<file path="config.mk">
export PLATFORM = sky130hd
export DESIGN_NAME = serial_adder
export DESIGN_NICKNAME = d
export VERILOG_FILES = /design/src/rtl/serial_adder.sv
export SDC_FILE = /design/constraint.sdc
export NUM_CORES = 1
export LEC_CHECK = 0
export CORE_AREA = 3 3 57 59
export CTS_BUF_LIST = sky130_fd_sc_hd__clkbuf_8
export DETAILED_ROUTE_END_ITERATION = 7
export DIE_AREA = 0 0 60 62
export DONT_BUFFER_PORTS = 1
export PLACE_DENSITY = 0.74
export SLEW_MARGIN = 0
export SYNTH_ARGS = -nofsm -noshare
export SYNTH_HDL_FRONTEND = slang
export SYNTH_SLANG_ARGS = --single-unit
</file>
<file path="constraint.sdc">
create_clock -name clk -period 1.6 [get_ports clk]
set_input_delay 0.32 -clock clk [delete_from_list [all_inputs] [get_ports clk]]
set_output_delay 0.32 -clock clk [all_outputs]
set_load 0.01 [all_outputs]
</file>
<file path="src/rtl/serial_adder.sv">
// Bit-serial adder: one bit position per clock through a full-adder cell, carry held in a flop.
// Optional signed-overflow output is enabled by defining SERIAL_ADDER_OVF_EN.

module fulladder (
    input  logic x,
    input  logic y,
    input  logic cin,
    output logic s,
    output logic cout
);
    assign s    = x ^ y ^ cin;
    assign cout = (x & y) | (cin & (x ^ y));
endmodule

module serial_adder #(
    parameter int WIDTH = 8
) (
    input  logic             clk,
    input  logic             rst_n,
    input  logic             start,
    input  logic [WIDTH-1:0] a,
    input  logic [WIDTH-1:0] b,
    input  logic             cin,
    output logic             busy,
    output logic             done,
    output logic [WIDTH-1:0] sum,
`ifdef SERIAL_ADDER_OVF_EN
    output logic             ovf,
`endif
    output logic             cout
);
    localparam int CW = $clog2(WIDTH + 1);

    typedef enum logic [1:0] {IDLE, RUN, DONE} state_t;

    state_t           state;
    logic [WIDTH-1:0] ra, rb, rs;
    logic [WIDTH-1:0] rs_next;
    logic [CW-1:0]    cnt;
    logic             c;
    logic             fa_s, fa_cout;

    fulladder u_fa (
        .x    (ra[0]),
        .y    (rb[0]),
        .cin  (c),
        .s    (fa_s),
        .cout (fa_cout)
    );

    // New sum bit enters at the MSB; after WIDTH shifts bit 0 sits at rs[0].
    assign rs_next = WIDTH'({fa_s, rs} >> 1);

    always_ff @(posedge clk or negedge rst_n) begin
        if (!rst_n) begin
            state <= IDLE;
            busy  <= 1'b0;
            done  <= 1'b0;
            sum   <= '0;
            cout  <= 1'b0;
            ra    <= '0;
            rb    <= '0;
            rs    <= '0;
            c     <= 1'b0;
            cnt   <= '0;
`ifdef SERIAL_ADDER_OVF_EN
            ovf   <= 1'b0;
`endif
        end else begin
            case (state)
                IDLE, DONE: begin
                    done <= 1'b0;
                    if (start) begin
                        ra    <= a;
                        rb    <= b;
                        c     <= cin;
                        cnt   <= '0;
                        busy  <= 1'b1;
                        state <= RUN;
                    end else begin
                        busy  <= 1'b0;
                        state <= IDLE;
                    end
                end
                RUN: begin
                    ra  <= ra >> 1;
                    rb  <= rb >> 1;
                    rs  <= rs_next;
                    c   <= fa_cout;
                    cnt <= cnt + CW'(1);
                    if (cnt == CW'(WIDTH - 1)) begin
                        sum   <= rs_next;
                        cout  <= fa_cout;
`ifdef SERIAL_ADDER_OVF_EN
                        // c is the carry into the MSB during the last step.
                        ovf   <= c ^ fa_cout;
`endif
                        busy  <= 1'b0;
                        done  <= 1'b1;
                        state <= DONE;
                    end
                end
                default: begin
                    busy  <= 1'b0;
                    done  <= 1'b0;
                    state <= IDLE;
                end
            endcase
        end
    end
endmodule

</file>
# Word-level counts from Yosys, hierarchy flattened
# Index checks and enable logic that the tools add are counted.
# totals
register_bits,42
latch_bits,0
ram_bits,0
rom_bits,0
out_inout_bits,11
wordCells,42
memories,0
# classes
addsub,1
n_mul,0
n_div,0
n_lt_le_gt_ge,0
n_eq_ne,5
n_shift,0
n_mux,16
bitwise_logic,5
reduce_logical,5
# op_table
op,n
$pmux 8 s2,2
$mux 8,2
$pmux 4 s2,1
$mux 1,6
$add 4x1->4 const B,1
$eq 4x3->1 const B,1
$mux 4,1
$ne 2x2->1 const B,2
$pmux 1 s2,2
$pmux 2 s2,1
$reduce_and 2->1,2
$and 1x1->1,2
$eq 2x1->1 const B,1
$eq 2x2->1 const B,1
$logic_not 2->1,1
$mux 2,1
$reduce_bool 2->1,1
$reduce_or 2->1,1
$xor 1x1->1,2
$or 1x1->1,1

# Longest topological paths before layout
# depth
depth_word,4
ltp_mapped,5
ltp_nobuf,4

# Modules after synthesis
# A second synthesis with hierarchy kept.
# hier_totals
cells_unflattened,112
hier_area_um2,1672.9
# modules_own_cells
mod,n_inst,cells_each,area_each_um2,seq_area_each_um2
serial_adder,1,111,1652.8,975.9
fulladder,1,1,20.0,0.0

# Worst setup path after synthesis
# No wires, ideal clock.
# synth_path
path_kind,register -> register
startpoint,register state[0]
endpoint,register cout
setup_ps,125
t_arrival_ps,1265
required_time_ps,1475
path_slack_ps,210
path_stages_with_launch,5
n_path_buf,1
synth_period_minus_slack_ps,1390
path_cell_list,dfrtp_1 -> nor2b_4 -> nor3b_2 -> buf_6 -> mux2_4
# synth_via
elab_chain_cells,2
# synth_rtl
element,line_no,text
"start, declared",36,state_t state;
"start signal, assigned",56,state <= IDLE;
"start signal, assigned",79,state <= RUN;
"start signal, assigned",82,state <= IDLE;
$eq 2x1->1,70,case (state)
$reduce_and 2->1 (no line),--,
"end signal, assigned",93,cout <= fa_cout;
"end, declared",30,output logic cout
# Every way passes these cells.
# A chain may end at the register's enable or synchronous reset.

# Worst setup path in the final report
# layout_path
startpoint,register cnt[1]
endpoint,register sum[2]
# layout_via
elab_chain_cells,2
# layout_rtl
element,line_no,text
"start, declared",39,logic [CW-1:0] cnt;
"start signal, assigned",90,cnt <= cnt + CW'(1);
$eq 4x3->1,91,if (cnt == CW'(WIDTH - 1)) begin
$reduce_and 2->1 (no line),--,
"end signal, assigned",92,sum <= rs_next;
"end, declared",26,"output logic [WIDTH-1:0] sum,"
# Every way passes these cells.

==> flow_summary.ini <==
[power_and_ir_drop]
powerDensity_mw_per_mm2 = 2180
peakVddDrop_mv = 1.50
power_leakage_nw = 0.935

[clock_tree]
cts_buffers = 5
post_cts_buffers = 0
clk_pin_slew_ns = 0.07
insertion_delay_ns = 0.29
cts_resized = 0
htree_levels = 2
clockRootBuffer = clkbuf_8
cts.sinks = 39
cts_tree = yes
cts_hold_buf = 2
cts_max_path_buffers = 2

[route]
via_per_inst = 6.26
firstDrtPassIters = 2
wl_um = 2840
detail-route-antenna-nets = 0
avgRoutedWirePerCell_um = 18.9
route.vias.total = 939
route.detailed.drc = 0
drtIter0Drc = 19

[die]
dieWidth_um = 60
ios = 31
start_util_pct = 60.7
die_area_mm2 = 0.00372
dieHeight_um = 62
fp.coreArea_mm2 = 0.00276
num_rows = 19

[placement]
io_buffers = 0
hpwl_um = 1900
routabilityCongestion = 0.709
dp.cells = 141
place_area_mm2 = 0.00170

[timing]
worst_pin_slew_ns = 0.399
hold_viol = 0
period_share_pct = 93.3
slew_viol_final = 0
clock.fmax_ghz = 0.670
finalCriticalPeriod_ns = 1.49
finalSetupViolations = 0
tns_ns = 0
rsz0062_at_grt = false
relSlewSlack_pct = 73.4
finalClockSkew_ns = 0.00253

[grt]
grt_pass1_wl_um = 4660
grt_pass1_vias = 996
grtUsageTotal_pct = 17.5
antenna_found_initial = 0
grt_remaining_overflow = 0
grt_max_degree = 40

[setup_path]
worstPathArrival_ns = 1.67
path_max_fanout = 10
r2r_slack_ns = 0.11
rr_startpoint = cnt[1]$_DFFE_PN0P_
crit_path_start_kind = flip-flop
cp.required_ns = 1.77
end_kind = flip-flop
crit_type = flip-flop to flip-flop
worstSetupStartpoint = cnt[1]$_DFFE_PN0P_

[min_path]
hold_path_class = input pin to flip-flop
holdCritStartpoint = start

[final_layout]
stdcell_area_mm2 = 0.00184
nNetsFinal = 141
diodes = 0
layout.cells.non_filler = 150
area_growth_pct = 9.80
drive_gt1_share_pct = 21.8

[logic_synthesis]
ys_types = 20
synth.top_cell.area_share_pct = 58.3
yosysTopAreaCell = dfrtp_1
synth-seq-area-share_pct = 58.3
yosys_warnings = 0
synth_common_cells = dfrtp_1 (39), a22o_1 (19), a21o_1 (15)
synth_edf_count = 0
netlist_instances = 112
synth-async-reset-ratio_pct = 100
synth_most_common_cell = dfrtp_1
synth_compound_area_share_pct = 17.0
synth_flop_cell = dfrtp_1
synth-seq-cells = 39
synthMuxAreaShare_pct = 14.7
synth_fa_ha_area_share_pct = 1.94
synth.cell_area_mm2 = 0.00167
yosys.area_share.simple_pct = 4.41
synthTopCellsByArea = dfrtp_1 (58%), a22o_1 (9.9%), mux2_4 (8.1%)
syn_nets = 134
synth_xor_area_share_pct = 0
synth_top_family_by_area = compound AO/OA/AOI/OAI gates
avgSynthCellArea_um2 = 14.9

[outcome]
status = finished clean

[run]
maxCapViolCount = 0
-- area by class of cell --
class	instances	area, um2
clock buffer	5	68.8
sequential	39	976
timing repair buffer	7	80.1
clock inverter	2	37.5
multi-input combinational	66	636
fill	208	921
tap	31	38.8
-- path summary, 6_finish.rpt --
kind / cells after the start / end
setup / recovery: 5 / sum[2]$_DFFE_PN0P_
hold / removal: 2 / state[0]$_DFFE_PN0P_
setup reg to reg: 5 / sum[2]$_DFFE_PN0P_
hold reg to reg: 1 / rb[3]$_DFFE_PN0P_
max in group asynchronous: 2 / rb[4]$_DFFE_PN0P_
min in group asynchronous: 2 / rs[5]$_DFFE_PN0P_
-- sequential cells by signal (all words and copies together) (netlist names) --
register	count
ra	8
rb	8
sum	8
rs	7
cnt	4
c	1
cout	1
done	1
state	1
-- report_power, final --
group          internal (W)  switching [W]
clock              0.000455       0.000335
combinational      0.000816       0.000572
sequential          0.00145       0.000381
-- metrics by stage --
step                util (%)  hold WS, ns  setup slack (ns)  total power [W]
finish                  66.6        0.169             0.108          0.00401
global route            66.6        0.172            0.0104          0.00429
CTS                     66.6        0.159            0.0950          0.00406
detailed placement      61.7       0.0254             0.108          0.00323
global placement        61.7       0.0253             0.159          0.00311
floorplan                  -       0.0244             0.210          0.00296
-- metal layers --
metal  wire length, um  track usage (%)
met2              1420             28.7
met5                 0                0
met4                29             7.59
met3               176             5.99
met1              1220             21.0
-- critical path, stage by stage, from the launching register on --
cell     delay, ns
dfrtp_1       0.38
ha_1          0.19
nand2_1       0.08
nor3b_2       0.17
buf_4         0.23
mux2_4        0.32
-- cell families (layout without fill, tap and decap cells) --
| family | count (synthesis) | in the layout |
|---|---|---|
| AND/OR/NAND/NOR | 10 | 10 |
| AO/OA/AOI/OAI | 35 | 35 |
| adder cells (fa/ha/maj) | 2 | 2 |
| buffers and inverters | 7 | 14 |
| flip-flops | 39 | 39 |
| multiplexers | 19 | 19 |
-- cell usage in the layout (no fill, tap or decap), types with 2 or more instances in the layout --
| cell type | n |
|---|---|
| a21o_1 | 15 |
| a22o_1 | 19 |
| buf_12 | 2 |
| buf_4 | 4 |
| clkbuf_8 | 5 |
| dfrtp_1 | 39 |
| mux2_1 | 7 |
| mux2_4 | 9 |
| mux2i_1 | 2 |
| nand2_1 | 3 |
| nor2b_1 | 2 |
(Power assumes the default switching activity.)
